`src/rtl/ghostbus_host.sv`:
```
// ghostbus_host: ghostbus initiator. Turns a valid/ready request stream into
// single-cycle gb_we/gb_re strobes and returns one response word per access.
// Read data is captured RD_DELAY cycles after the gb_re cycle and held until
// the consumer accepts it.
//
// Optional feature macro: GHOSTBUS_HOST_AUTOINC_EN
//   defined   -> read bursts of req_len+1 words at incrementing addresses
//   undefined -> every read is a single word, req_len ignored
//
// Ports:
//   clk, rst                      clock, asynchronous active-high reset
//   req_valid/req_ready           request handshake (req_ready combinational)
//   req_we, req_addr, req_wdata   request type, start address, write data
//   req_len                       extra read words (burst = req_len+1)
//   rsp_valid/rsp_ready           response handshake
//   rsp_rdata, rsp_last           read data (0 for write acks), final word flag
//   busy                          high whenever the host is not idle
//   gb_addr, gb_dout              registered bus address / write data
//   gb_we, gb_re                  registered single-cycle bus strobes
//   gb_din                        bus read data
module ghostbus_host #(
  parameter int unsigned AW       = 24,
  parameter int unsigned DW       = 32,
  parameter int unsigned RD_DELAY = 2,
  parameter int unsigned CW       = 8
) (
  input  logic          clk,
  input  logic          rst,
  input  logic          req_valid,
  output logic          req_ready,
  input  logic          req_we,
  input  logic [AW-1:0] req_addr,
  input  logic [DW-1:0] req_wdata,
  input  logic [CW-1:0] req_len,
  output logic          rsp_valid,
  input  logic          rsp_ready,
  output logic [DW-1:0] rsp_rdata,
  output logic          rsp_last,
  output logic          busy,
  output logic [AW-1:0] gb_addr,
  output logic [DW-1:0] gb_dout,
  output logic          gb_we,
  output logic          gb_re,
  input  logic [DW-1:0] gb_din
);

  localparam int unsigned DCW = 4;  // covers RD_DELAY-1 up to 14

  typedef enum logic [2:0] {
    S_IDLE,
    S_WRITE,
    S_READ,
    S_WAIT,
    S_RESP
  } state_t;

  state_t         state_q, state_d;
  logic [DCW-1:0] dly_q, dly_d;
  logic [AW-1:0]  gb_addr_q, gb_addr_d;
  logic [DW-1:0]  gb_dout_q, gb_dout_d;
  logic           gb_we_q, gb_we_d;
  logic           gb_re_q, gb_re_d;
  logic [DW-1:0]  rsp_rdata_q, rsp_rdata_d;
  logic           rsp_last_q, rsp_last_d;
  logic           rsp_valid_q, rsp_valid_d;
  logic           busy_q, busy_d;

`ifdef GHOSTBUS_HOST_AUTOINC_EN
  logic [CW-1:0]  rem_q, rem_d;
`else
  logic           len_unused;
  assign len_unused = ^req_len;
`endif

  // Accept requests only in IDLE; reset forces the handshake off immediately.
  assign req_ready = (state_q == S_IDLE) && !rst;

  // Next-state and next-output logic.
  always_comb begin
    state_d     = state_q;
    dly_d       = dly_q;
    gb_addr_d   = gb_addr_q;
    gb_dout_d   = gb_dout_q;
    rsp_rdata_d = rsp_rdata_q;
    rsp_last_d  = rsp_last_q;
`ifdef GHOSTBUS_HOST_AUTOINC_EN
    rem_d       = rem_q;
`endif
    case (state_q)
      S_IDLE: begin
        if (req_valid) begin
          gb_addr_d = req_addr;
          if (req_we) begin
            gb_dout_d = req_wdata;
            state_d   = S_WRITE;
`ifdef GHOSTBUS_HOST_AUTOINC_EN
            rem_d     = '0;
`endif
          end else begin
            state_d   = S_READ;
`ifdef GHOSTBUS_HOST_AUTOINC_EN
            rem_d     = req_len;
`endif
          end
        end
      end
      S_WRITE: begin
        rsp_rdata_d = '0;
        rsp_last_d  = 1'b1;
        state_d     = S_RESP;
      end
      S_READ: begin
        dly_d   = DCW'(RD_DELAY - 1);
        state_d = S_WAIT;
      end
      S_WAIT: begin
        if (dly_q == '0) begin
          rsp_rdata_d = gb_din;
`ifdef GHOSTBUS_HOST_AUTOINC_EN
          rsp_last_d  = (rem_q == '0);
`else
          rsp_last_d  = 1'b1;
`endif
          state_d     = S_RESP;
        end else begin
          dly_d = dly_q - DCW'(1);
        end
      end
      S_RESP: begin
        if (rsp_ready) begin
`ifdef GHOSTBUS_HOST_AUTOINC_EN
          if (rem_q != '0) begin
            rem_d     = rem_q - CW'(1);
            gb_addr_d = gb_addr_q + AW'(1);
            state_d   = S_READ;
          end else begin
            state_d   = S_IDLE;
          end
`else
          state_d = S_IDLE;
`endif
        end
      end
      default: state_d = S_IDLE;
    endcase
    // Strobes and status are registered copies of the state being entered.
    gb_we_d     = (state_d == S_WRITE);
    gb_re_d     = (state_d == S_READ);
    rsp_valid_d = (state_d == S_RESP);
    busy_d      = (state_d != S_IDLE);
  end

  // State and output registers.
  always_ff @(posedge clk or posedge rst) begin
    if (rst) begin
      state_q     <= S_IDLE;
      dly_q       <= '0;
      gb_addr_q   <= '0;
      gb_dout_q   <= '0;
      gb_we_q     <= 1'b0;
      gb_re_q     <= 1'b0;
      rsp_rdata_q <= '0;
      rsp_last_q  <= 1'b0;
      rsp_valid_q <= 1'b0;
      busy_q      <= 1'b0;
`ifdef GHOSTBUS_HOST_AUTOINC_EN
      rem_q       <= '0;
`endif
    end else begin
      state_q     <= state_d;
      dly_q       <= dly_d;
      gb_addr_q   <= gb_addr_d;
      gb_dout_q   <= gb_dout_d;
      gb_we_q     <= gb_we_d;
      gb_re_q     <= gb_re_d;
      rsp_rdata_q <= rsp_rdata_d;
      rsp_last_q  <= rsp_last_d;
      rsp_valid_q <= rsp_valid_d;
      busy_q      <= busy_d;
`ifdef GHOSTBUS_HOST_AUTOINC_EN
      rem_q       <= rem_d;
`endif
    end
  end

  assign gb_addr   = gb_addr_q;
  assign gb_dout   = gb_dout_q;
  assign gb_we     = gb_we_q;
  assign gb_re     = gb_re_q;
  assign rsp_rdata = rsp_rdata_q;
  assign rsp_last  = rsp_last_q;
  assign rsp_valid = rsp_valid_q;
  assign busy      = busy_q;

endmodule

```
`config.mk`:
```
export PLATFORM = sky130hd
export DESIGN_NAME = ghostbus_host
export DESIGN_NICKNAME = d
export VERILOG_FILES = /design/src/rtl/ghostbus_host.sv
export SDC_FILE = /design/constraint.sdc
export NUM_CORES = 1
export LEC_CHECK = 0
export BUFFER_PORTS_ARGS = -buffer_cell sky130_fd_sc_hd__buf_2
export CORE_MARGIN = 10
export CORE_UTILIZATION = 45
export CTS_CLUSTER_SIZE = 20
export DETAILED_ROUTE_END_ITERATION = 10
export GPL_ROUTABILITY_DRIVEN = 0
export GPL_TIMING_DRIVEN = 0
export PLACE_DENSITY = 0.79
export SYNTH_ARGS = -nofsm -noshare
export SYNTH_HDL_FRONTEND = slang
export SYNTH_SLANG_ARGS = --single-unit
```
`constraint.sdc`:
```
create_clock -name clk -period 3.83 [get_ports clk]
set_input_delay 0.1915 -clock clk [delete_from_list [all_inputs] [get_ports clk]]
set_output_delay 0.1915 -clock clk [all_outputs]
set_load 0.005 [all_outputs]
```
==> run metrics <==
clock slew at reported path FFs=0.10 ns; CTS Buf Count=9; setup_tns=0 ns; port bufs=186; total track usage=15.6%; Least-Margin Pin Slew=0.640 ns; element type at the critical path end=flop; CP required=4.08 ns; Nets=547; io pins=195; layout filler cell count=652; Max Cap Viol=0; final-report hold violation count=0; worst-path maximum fanout=10; Power, Total=3.86 mW; Post-Syn Area per Cell=15.8 um^2; Placed Instance Area=0.00496 mm^2; crit share post-route=56.6%; first-pass GRT wire length=16200 um; hpwl dp=7840 um; leakage=2.82 nW; VDD IR-drop max=0.292 mV; Post-synth EDFFs=0; Setup crit start kind=flop; number of synthesized register bits=100; Die X=113 um; Slew HR=57.3%; Post-DRT Antenna Nets=0; post-synth top area share=64.7%; Routed WL=10100 um; final worst slack=1.66 ns; post-route cell area=0.00519 mm^2; max frequency=461 MHz; dpl ws=1.65 ns; Synthesized Nets=348; Synth area leaders=dfrtp_1, mux2_4, mux2_2, a22o_1, buf_6; clk sinks=100; Netlist Area Pre-Place=0.00387 mm^2; Core ar.=0.00830 mm^2; unrepaired setup endpoints after global routing=false; Placed Cells incl. Taps=537; DIE HEIGHT=113 um; Vias=2749; final slew viol count=0; pin count of the biggest net entering global routing=52; die area=0.0127 mm^2; PD cells=745 mW/mm^2; Yosys top cell by area=dfrtp_1; post-cts resize count=0; critical path data arrival time=2.42 ns; register area share after synthesis=64.7%; H-tree level count=3; grt ovf=0; Synth Warn #=0; antenna cells=0; clk_skew=0.0125 ns; outcome=completed; hold crit path type=in2reg; drt drc=0; Initial Util=46.6%; Initial DRC Count=114; Worst-Skew Late Latency=0.36 ns; area grow syn2layout=34.1%; ratio of cells with drive above 1 in the final layout=59.5%; antenna violations before repair=0; CTS root buf=clkbuf_8; DR WL/cell=18.2 um; cells after synthesis=245; Row Count=33; post-synth cell types=28; Final Setup Violations=0; Post-synth ARST share=100%; First-pass DRT Iterations=4; Crit Path Category=reg2reg; clk buf depth=2; non-filler cells, final=554; TritonCTS clock tree=yes; top-count cell post-synth=dfrtp_1; Post-synth top cells=dfrtp_1, a22o_1, mux2_2, mux2_4, clkbuf_1; routed vias/inst=4.96; Primary FF master, synth=dfrtp_1; post-layout min period=2.17 ns; number of global-route vias before repair=3102
==> cell type report <==
cell class	instances	area (um^2)	area share (%)
clock buffer	11	131	2.53
inverter	6	25.0	0.482
sequential	100	2500	48.2
multi-input combinational	125	1260	24.4
buffer	14	80.1	1.54
timing repair buffer	188	968	18.7
clock inverter	5	85.1	1.64
tap	105	131	2.53
==> through the flow <==
stage                     hold WS [ns]  utilization, %
after global placement           0.407            59.4
after CTS                       0.0220            62.5
after floorplan                  0.269               -
final                           0.0351            62.5
after global routing            0.0120            62.5
after detailed placement         0.341            59.8
==> metal layers <==
metal | wire length (um) | global-route usage [%]
met5 | 0 | 0
met4 | 132 | 4.40
met3 | 957 | 7.03
met2 | 4750 | 24.9
met1 | 4230 | 18.7
==> power by group <==
group          switching (mW)  internal [mW]
clock network           0.355          0.372
registers               0.222           1.48
logic                   0.615          0.821
==> state kept, by name, summed over array words and instances (netlist names) <==
register   cells
rsp_rdata     32
gb_re          1
state_q        3
gb_we          1
dly_q          4
busy           1
rsp_last       1
rsp_valid      1
gb_addr       24
gb_dout       32
==> final timing paths <==
kind | to | slack [ns] | start | cells after the start
max in group asynchronous | rsp_rdata[4]$_DFFE_PP0P_ | 2.66 | rst | 4
min | rsp_rdata[2]$_DFFE_PP0P_ | 0.04 | gb_din[2] | 2
min in group asynchronous | rsp_rdata[9]$_DFFE_PP0P_ | 0.50 | rst | 3
max reg2reg | rsp_rdata[10]$_DFFE_PP0P_ | 1.66 | dly_q[1]$_DFFE_PP0P_ | 6
max | rsp_rdata[10]$_DFFE_PP0P_ | 1.66 | dly_q[1]$_DFFE_PP0P_ | 6
min reg2reg | rsp_last$_DFFE_PP0P_ | 0.48 | rsp_last$_DFFE_PP0P_ | 1
==> kinds of logic (layout without fill, tap and decap cells) <==
logic type      count (synthesis)  after routing  share of synthesized area [%]
flops                         100            100                           64.7
mux                            57             57                           19.3
compound gates                 41             41                           8.76
simple gates                   25             25                           3.98
buf+inv                        20            224                           2.65
fa+ha+maj                       2              2                          0.647
==> cells in the final DEF, fill, tap and decap left out, types with 2 or more instances in the layout <==
master     Yosys  final
clkbuf_8       0      9
nor4_1         2      2
nor2b_1        3      3
mux2_2        28     28
nor2_1         4      4
clkbuf_1       7      9
nand2_1        6      6
bufinv_16      0      2
o21ai_0        3      3
buf_2          4    190
inv_1          6      5
ha_1           2      2
nor3_1         3      3
nand2b_1       2      2
mux2_4        28     28
buf_6          3      3
a22o_1        32     32
dfrtp_1      100    100
==> repair_timing <==
action                                  in CTS  in global routing
buffers inserted                             0                  0
endpoints found under the setup margin       0                  0
hold buffers                                 1                  0
hold endpoints to repair                    50                  0
==> critical path: stages (launching register included) <==
cell and delay (ns):
dfrtp_1 0.41, inv_1 0.11, ha_1 0.20, nor3b_1 0.45, o21ai_1 0.31, clkbuf_1 0.30
a22o_1 0.29
Power figures use the tool's default switching activity.
